===== config.mk =====
export PLATFORM = sky130hd
export DESIGN_NAME = tmss_multi_lock
export DESIGN_NICKNAME = d
export VERILOG_FILES = /design/src/rtl/tmss_pkg.sv /design/src/rtl/tmss_key_slot.sv /design/src/rtl/tmss_multi_lock.sv
export SDC_FILE = /design/constraint.sdc
export NUM_CORES = 1
export LEC_CHECK = 0
export ABC_AREA = 1
export CORE_ASPECT_RATIO = 0.6
export CORE_MARGIN = 2
export CORE_UTILIZATION = 47
export DETAILED_ROUTE_END_ITERATION = 7
export GPL_TIMING_DRIVEN = 0
export PLACE_DENSITY = 0.78
export SYNTH_ARGS = -nofsm -noshare
export SYNTH_HDL_FRONTEND = slang
export SYNTH_HIERARCHICAL = 1
export SYNTH_SLANG_ARGS = --single-unit

===== constraint.sdc =====
create_clock -name MCLK -period 3.87 [get_ports MCLK]
set_input_delay 0.387 -clock MCLK [delete_from_list [all_inputs] [get_ports MCLK]]
set_output_delay 0.387 -clock MCLK [all_outputs]
set_load 0.01 [all_outputs]

===== src/rtl/tmss_pkg.sv =====
// ----------------------------------------------------------------------------
// tmss_pkg
//   Shared definitions for the multi-channel TMSS security gate:
//     - bus_state_e : bus handshake FSM states (IDLE, WAIT, ACK)
//     - dec_t       : result of own-register address decode
//     - DEF_*       : default key and address constants
//     - reg_decode(): maps a word address onto key-hi/key-lo/bank registers
// ----------------------------------------------------------------------------
package tmss_pkg;

    typedef enum logic [1:0] {
        IDLE = 2'd0,
        WAIT = 2'd1,
        ACK  = 2'd2
    } bus_state_e;

    typedef struct packed {
        logic       hit;   // address is one of our registers
        logic       bank;  // bank-select register
        logic       key;   // one of the key registers
        logic       lo;    // key-lo half (else key-hi)
        logic [2:0] ch;    // channel index of the key register
    } dec_t;

    localparam logic [31:0] DEF_KEY       = 32'h5345_4741;  // "SEGA"
    localparam logic [22:0] DEF_KEY_ADDR  = 23'h50A000;
    localparam logic [22:0] DEF_BANK_ADDR = 23'h50A080;
    localparam logic [22:0] DEF_PROT_MASK = 23'h7F0000;
    localparam logic [22:0] DEF_PROT_BASE = 23'h600000;

    // Key registers are laid out as hi/lo word pairs starting at key_addr,
    // so the offset's LSB selects the half and the remaining bits the channel.
    function automatic dec_t reg_decode(input logic [31:0] va,
                                        input logic [31:0] key_addr,
                                        input logic [31:0] bank_addr,
                                        input logic [3:0]  num_ch);
        dec_t        d;
        logic [31:0] off;
        d   = '0;
        off = va - key_addr;
        if (va == bank_addr) begin
            d.hit  = 1'b1;
            d.bank = 1'b1;
        end else if ((va >= key_addr) && (off < {27'b0, num_ch, 1'b0})) begin
            d.hit = 1'b1;
            d.key = 1'b1;
            d.lo  = off[0];
            d.ch  = off[3:1];
        end
        return d;
    endfunction

endpackage


===== src/rtl/tmss_key_slot.sv =====
// ----------------------------------------------------------------------------
// tmss_key_slot
//   One lockable channel: key-hi latch, key-lo register, key compare,
//   unlock flag and protected-region address compare.
//   Ports:
//     clk_i, rst_ni   clock, asynchronous active-low reset
//     clr_i           soft clear of the unlock flag
//     wr_hi_i         commit a key-hi word write
//     wr_lo_i         commit a key-lo word write (evaluates the key)
//     wdata_i         write data
//     va_i            current bus word address
//     hi_o, lo_o      stored key halves for readback
//     ch_en_o         1 = channel unlocked
//     region_hit_o    va_i lies inside this channel's protected region
// ----------------------------------------------------------------------------
module tmss_key_slot
    import tmss_pkg::*;
#(
    parameter int             AW        = 23,
    parameter logic [31:0]    KEY       = DEF_KEY,
    parameter logic [AW-1:0]  PROT_MASK = AW'(DEF_PROT_MASK),
    parameter logic [AW-1:0]  PROT_BASE = AW'(DEF_PROT_BASE)
) (
    input  logic          clk_i,
    input  logic          rst_ni,
    input  logic          clr_i,
    input  logic          wr_hi_i,
    input  logic          wr_lo_i,
    input  logic [15:0]   wdata_i,
    input  logic [AW-1:0] va_i,
    output logic [15:0]   hi_o,
    output logic [15:0]   lo_o,
    output logic          ch_en_o,
    output logic          region_hit_o
);

    logic [15:0] hi_q, lo_q;
    logic        en_q;

    always_ff @(posedge clk_i or negedge rst_ni) begin
        if (!rst_ni) begin
            hi_q <= '0;
            lo_q <= '0;
            en_q <= 1'b0;
        end else begin
            if (wr_hi_i) begin
                hi_q <= wdata_i;
            end
            if (wr_lo_i) begin
                lo_q <= wdata_i;
            end
            // A wrong key re-locks the channel; soft clear wins over a write.
            if (clr_i) begin
                en_q <= 1'b0;
            end else if (wr_lo_i) begin
                en_q <= ({hi_q, wdata_i} == KEY);
            end
        end
    end

    assign hi_o         = hi_q;
    assign lo_o         = lo_q;
    assign ch_en_o      = en_q;
    assign region_hit_o = ((va_i & PROT_MASK) == PROT_BASE);

endmodule


===== src/rtl/tmss_multi_lock.sv =====
// ----------------------------------------------------------------------------
// tmss_multi_lock
//   Multi-channel TMSS security gate on the 68k bus. Holds NUM_CH key slots,
//   the boot-ROM/cartridge bank select, the DTACK handshake for its own
//   registers and the sticky lockup detector.
//   Optional feature macro: TMSS_LOCKUP_RESET_EN -- when defined, a lockup
//   raises RESET for 16 MCLK and then soft-clears lockup, ch_en and bank.
//   Ports:
//     MCLK, SRES_n        clock, asynchronous active-low reset
//     VA, VD_i            word address, write data
//     VD_o, data_out_en   read data and its bus-drive enable
//     AS, UDS, LDS, RW    68k strobes (active low), RW=1 read
//     CE0_i               decoded ROM-space enable (active low)
//     CE0_o, BOOT_CE      cartridge / boot ROM enables (active low)
//     DTACK               acknowledge for own registers (active low)
//     ch_en               per-channel unlock flags
//     lockup              sticky protection violation flag
//     RESET               system reset request (active high)
// ----------------------------------------------------------------------------
module tmss_multi_lock
    import tmss_pkg::*;
#(
    parameter int                     NUM_CH    = 1,
    parameter int                     AW        = 23,
    parameter logic [AW-1:0]          KEY_ADDR  = AW'(DEF_KEY_ADDR),
    parameter logic [AW-1:0]          BANK_ADDR = AW'(DEF_BANK_ADDR),
    parameter logic [NUM_CH*32-1:0]   KEYS      = (NUM_CH*32)'(DEF_KEY),
    parameter logic [AW-1:0]          PROT_MASK = AW'(DEF_PROT_MASK),
    parameter logic [NUM_CH*AW-1:0]   PROT_BASE = (NUM_CH*AW)'(DEF_PROT_BASE),
    parameter int                     WAIT_CYC  = 1
) (
    input  logic              MCLK,
    input  logic              SRES_n,
    input  logic [AW-1:0]     VA,
    input  logic [15:0]       VD_i,
    output logic [15:0]       VD_o,
    output logic              data_out_en,
    input  logic              AS,
    input  logic              UDS,
    input  logic              LDS,
    input  logic              RW,
    input  logic              CE0_i,
    output logic              CE0_o,
    output logic              BOOT_CE,
    output logic              DTACK,
    output logic [NUM_CH-1:0] ch_en,
    output logic              lockup,
    output logic              RESET
);

    localparam logic [3:0] WC_LAST = 4'(WAIT_CYC - 1);

    bus_state_e  state_q, state_d;
    logic [3:0]  cnt_q, cnt_d;
    logic        bank_q, lockup_q;
    logic        commit, soft_clr, lockup_set;
    dec_t        dec;

    logic [15:0]       slot_hi [NUM_CH];
    logic [15:0]       slot_lo [NUM_CH];
    logic [NUM_CH-1:0] region_hit;
    logic [15:0]       rdata;

    assign dec = reg_decode(32'(VA), 32'(KEY_ADDR), 32'(BANK_ADDR), 4'(NUM_CH));

    // ---------------- bus FSM: state register ----------------
    always_ff @(posedge MCLK or negedge SRES_n) begin
        if (!SRES_n) begin
            state_q <= IDLE;
            cnt_q   <= '0;
        end else begin
            state_q <= state_d;
            cnt_q   <= cnt_d;
        end
    end

    // ---------------- bus FSM: next state ----------------
    always_comb begin
        state_d = state_q;
        cnt_d   = cnt_q;
        unique case (state_q)
            IDLE: begin
                cnt_d = '0;
                if (!AS && dec.hit) begin
                    state_d = (WAIT_CYC == 0) ? ACK : WAIT;
                end
            end
            WAIT: begin
                if (AS) begin
                    state_d = IDLE;           // aborted access, nothing commits
                end else if (cnt_q == WC_LAST) begin
                    state_d = ACK;
                end else begin
                    cnt_d = cnt_q + 4'd1;
                end
            end
            ACK: begin
                if (AS) begin
                    state_d = IDLE;
                end
            end
            default: state_d = IDLE;
        endcase
    end

    // ---------------- bus FSM: outputs ----------------
    always_comb begin
        // Register updates happen only on the edge that enters ACK.
        commit      = (state_q != ACK) && (state_d == ACK);
        DTACK       = !((state_q == ACK) && !AS);
        data_out_en = (state_q != IDLE) && RW && !AS;
        VD_o        = data_out_en ? rdata : 16'h0000;
    end

    // Read mux over the currently addressed register.
    always_comb begin
        rdata = 16'h0000;
        if (dec.bank) begin
            rdata = {15'b0, bank_q};
        end else if (dec.key) begin
            for (int i = 0; i < NUM_CH; i++) begin
                if (dec.ch == 3'(i)) begin
                    rdata = dec.lo ? slot_lo[i] : slot_hi[i];
                end
            end
        end
    end

    // Key slots; byte writes to key registers are acknowledged but ignored.
    for (genvar g = 0; g < NUM_CH; g++) begin : g_slot
        logic sel;
        assign sel = commit && !RW && dec.key && (dec.ch == 3'(g)) && !UDS && !LDS;

        tmss_key_slot #(
            .AW        (AW),
            .KEY       (KEYS[32*g +: 32]),
            .PROT_MASK (PROT_MASK),
            .PROT_BASE (PROT_BASE[AW*g +: AW])
        ) u_slot (
            .clk_i        (MCLK),
            .rst_ni       (SRES_n),
            .clr_i        (soft_clr),
            .wr_hi_i      (sel && !dec.lo),
            .wr_lo_i      (sel && dec.lo),
            .wdata_i      (VD_i),
            .va_i         (VA),
            .hi_o         (slot_hi[g]),
            .lo_o         (slot_lo[g]),
            .ch_en_o      (ch_en[g]),
            .region_hit_o (region_hit[g])
        );
    end

    // Bank select.
    always_ff @(posedge MCLK or negedge SRES_n) begin
        if (!SRES_n) begin
            bank_q <= 1'b0;
        end else if (soft_clr) begin
            bank_q <= 1'b0;
        end else if (commit && !RW && dec.bank && !LDS) begin
            bank_q <= VD_i[0];
        end
    end

    assign BOOT_CE = bank_q ? 1'b1 : CE0_i;
    assign CE0_o   = bank_q ? CE0_i : 1'b1;

    // Protection: any access into a locked channel's region. No DTACK is
    // produced because these addresses never decode as our registers.
    assign lockup_set = !AS && |(region_hit & ~ch_en);

    always_ff @(posedge MCLK or negedge SRES_n) begin
        if (!SRES_n) begin
            lockup_q <= 1'b0;
        end else if (soft_clr) begin
            lockup_q <= 1'b0;
        end else if (lockup_set) begin
            lockup_q <= 1'b1;
        end
    end

    assign lockup = lockup_q;

`ifdef TMSS_LOCKUP_RESET_EN
    logic       rst_act_q;
    logic [3:0] rst_cnt_q;

    // 16-cycle reset pulse; the final cycle also soft-clears the gate.
    always_ff @(posedge MCLK or negedge SRES_n) begin
        if (!SRES_n) begin
            rst_act_q <= 1'b0;
            rst_cnt_q <= '0;
        end else if (!rst_act_q) begin
            if (lockup_set && !lockup_q) begin
                rst_act_q <= 1'b1;
                rst_cnt_q <= '0;
            end
        end else begin
            if (rst_cnt_q == 4'd15) begin
                rst_act_q <= 1'b0;
            end
            rst_cnt_q <= rst_cnt_q + 4'd1;
        end
    end

    assign soft_clr = rst_act_q && (rst_cnt_q == 4'd15);
    assign RESET    = rst_act_q;
`else
    assign soft_clr = 1'b0;
    assign RESET    = 1'b0;
`endif

endmodule


==> results by group <==
Detailed routing
  • DRC viols: 0
  • DRT Wirelength: approximately 6.6 mm
  • Post-detailed-route count of antenna-violating nets: 0
  • Initial drt markers: around 220
  • Average via count per standard cell: roughly 5.0
  • DRT Pass-1 Iters: 5
  • Routed length per placed instance: 13.65 um
  • Via count: roughly 2,400

Hold path
  • Worst hold path type: in2async

Cells and area
  • Number of standard cells in the final layout excluding fillers: 484
  • Fin nets: 466
  • Area Growth Syn to Fin: 34.12%
  • Share of layout cells above drive strength 1: 0.1292
  • ANT cells: 0

Run status
  • Status: completed

CTS
  • Clock root buffer: clkbuf_8
  • Clock latency on the worst-skew pair: ~0.30 ns
  • Clock-pin slew of the registers on the worst-case setup and hold paths: around 0.080 ns
  • Total clock sinks: slightly above 40
  • CTS tree: yes
  • Clk buf depth: 2
  • H-tree level count: 2
  • Number of setup buffers added after CTS: 0
  • Total clock buffers created by CTS: 5

Floorplan
  • Floorplan row count: 20
  • Initial Utilization: 0.4939
  • Die area: 0.006013 mm^2
  • Horizontal die dimension: about 100 um
  • Vertical die dimension: slightly above 60 um
  • Boundary Pins: 69
  • Core Box Area: slightly above 0.005 mm^2

Worst setup path
  • Crit. End Element: primary output
  • Reg-to-reg endpoint: g_slot[0].u_slot/lo_o[1]$_DFFE_PN0P_
  • Critical path class: in2out
  • Critical Path Start Type: input pin
  • Worst reg-to-reg setup slack: between 1.5 and 2 ns
  • Source of the worst register-to-register timing path: cnt_q[0]$_DFFE_PN0P_
  • Worst path required time: ~3.5 ns
  • Worst-path maximum fanout: 10
  • Worst path arrival time: 3.09 ns
  • Length in cells of the worst reg-to-reg path: 11

STA
  • Maximum clock skew at final layout: about 0.0057 ns
  • Count of final setup violators: 0
  • Sum of negative setup slack: 0 ns
  • Final critical-path share of the clock period: 0.8997
  • Final hold viol count: 0
  • Maximum clock frequency: roughly 290 MHz
  • Final critical path time including I/O delays and setup: 3.482 ns
  • Setup repair after global routing missed its margin: no
  • WHS: approximately 0.44 ns
  • Max Transition Viols Final: 0

Logic synthesis
  • Unique masters post-synth: 37
  • Cell type contributing the most total cell area after synthesis: dfrtp_1
  • Mean instance size in the synthesized netlist: ~7.5 um^2
  • Instance count of the mapped netlist: 340
  • Register bit total from synthesis: a little over 40
  • Area share of the largest cell type after synthesis: 0.4049
  • Part of the Yosys area used for sequential elements: 0.4049
  • Number of synthesized flops with an enable pin: 0
  • FFs w/ async S/R, synth: 1.000
  • Top post-synthesis cells by area: dfrtp_1 (40%), nand2_1 (9.5%), nor2_1 (9.5%)
  • Predominant post-synthesis flop cell: dfrtp_1
  • Number of warnings reported in the yosys synthesis log: 6
  • Most common library cells after synthesis: nand2_1 (64), nor2_1 (64), inv_1 (45)
  • Cell Area, Synth: around 0.0025 mm^2

Global routing
  • Wire length of the first global-routing pass: 10.81 mm
  • Initial antenna violation count: 0
  • Vias in the first global route: 2,235
  • Leftover overflow at the end of global routing: 0
  • Largest net degree at the start of global routing: 37
  • GRT Util Overall: 0.2345

Power
  • Total power per unit cell area: approximately 240 mW/mm^2
  • Leakage: around 1.7 nW
  • Peak supply drop: 0.1950 mV
  • Overall power: just over 0.0008 W

Place
  • Number of I/O port buffers: 67
  • Placed wire-length estimate: roughly 5.1 mm
  • Total placed cells including tap cells: roughly 480
  • Gp weighted congestion: 0.8443

Flow run
  • Max-cap viol count: 0
[metal layers]
metal,up-vias,track usage,routed length (um)
li1,1216,-,-
met1,1104,0.3478,3330
met5,-,0,0
met4,0,0.06654,95
met2,88,0.3494,2681
met3,9,0.05069,500
[kinds of logic (layout without fill, tap and decap cells)]
kind of cell,count (synthesis),after routing,synth area share
other,1,2,0.001480
and+or+nand+nor,172,172,0.3002
adders and majority gates,3,3,0.01482
muxes,11,11,0.04889
buffers and inverters,60,137,0.1141
DFF,41,41,0.4049
AOI/OAI and AO/OA,49,49,0.1052
xor gates and xnor gates,3,3,0.01037
[critical path, cell delays in order]
cell	delay, ns
clkdlybuf4s50_1	0.51
inv_2	0.07
ha_1	0.25
inv_1	0.07
nand2_1	0.08
nand3_1	0.11
nand2_1	0.06
nor2_1	0.14
nand3_2	0.13
nor3_2	0.34
buf_6	0.22
o21ai_1	0.07
nor2_1	0.12
clkdlybuf4s50_1	0.55
[state kept, by name, indices dropped and copies added (netlist names)]
signal	flops
bank_q	1
cnt_q	4
g_slot.u_slot/ch_en_o	1
g_slot.u_slot/hi_o	16
g_slot.u_slot/lo_o	16
lockup	1
state_q	2
[worst max-delay path by stage]
stage | start | to | slack [ns] | cells after the start
after global placement | VA[13] | VD_o[12] | 0.44 | 15
final | VA[13] | VD_o[12] | 0.39 | 14
after global routing | VA[13] | VD_o[12] | 0.15 | 14
after floorplan | VA[14] | g_slot[0].u_slot/lo_o[0]$_DFFE_PN0P_ | 1.61 | 15
after detailed placement | VA[13] | VD_o[12] | 0.41 | 14
after CTS | VA[13] | VD_o[12] | 0.39 | 14
[layout make-up]
type	count	area (um^2)
Buffer	10	100.1
Clock buffer	6	72.57
Clock inverter	2	10.01
Fill cell	444	1732
Inverter	50	188.9
Multi-Input combinational cell	240	1222
Sequential cell	41	1026
Tap cell	66	82.58
Timing Repair Buffer	69	695.7
[power breakdown]
group	switching [W]	internal (W)	total [W]
Sequential	0.000000660	0.000429	0.000430
Combinational	0.0000507	0.0000594	0.000110
Clock	0.000155	0.000125	0.000280
Total	0.000206	0.000614	0.000820
[cell usage in the layout (no fill, tap or decap), types with 2 or more instances in the layout]
cell type        netlist  final
nand4_1                5      5
a21oi_1               16     16
inv_2                  4      4
o21ai_0               15     15
clkdlybuf4s50_1        0     66
mux2_2                 5      5
mux2_1                 6      6
ha_1                   3      3
buf_12                 1      2
nor2_1                64     64
nor2_2                14     14
dfrtp_1               41     41
or2_2                  2      2
nor3_1                 2      2
nor4_1                 3      3
inv_1                 45     45
o21ai_2                2      2
buf_6                  4      4
nand2_2                2      2
clkbuf_8               0      5
buf_4                  4      4
nand3_1                9      9
o21bai_1               2      2
xor2_1                 2      2
conb_1                 1      2
nand2_1               64     64
nand3_2                2      2
clkinv_2               1      3
buf_2                  1      2
o21ai_1               11     11
[metrics by stage]
stage | instance area [um^2] | worst slack, ns | utilization
after CTS | 3398 | 0.3940 | 0.6624
after global routing | 3398 | 0.1458 | 0.6624
after detailed placement | 3306 | 0.4119 | 0.6444
final | 3398 | 0.3883 | 0.6624
after floorplan | 2537 | 1.609 | -
after global placement | 3291 | 0.4450 | 0.6415
[repair_timing]
item	in CTS	in global routing
gates resized for setup	0	0
hold buffers	1	0
endpoints found under the hold margin	5	0
Power figures use the tool's default switching activity.
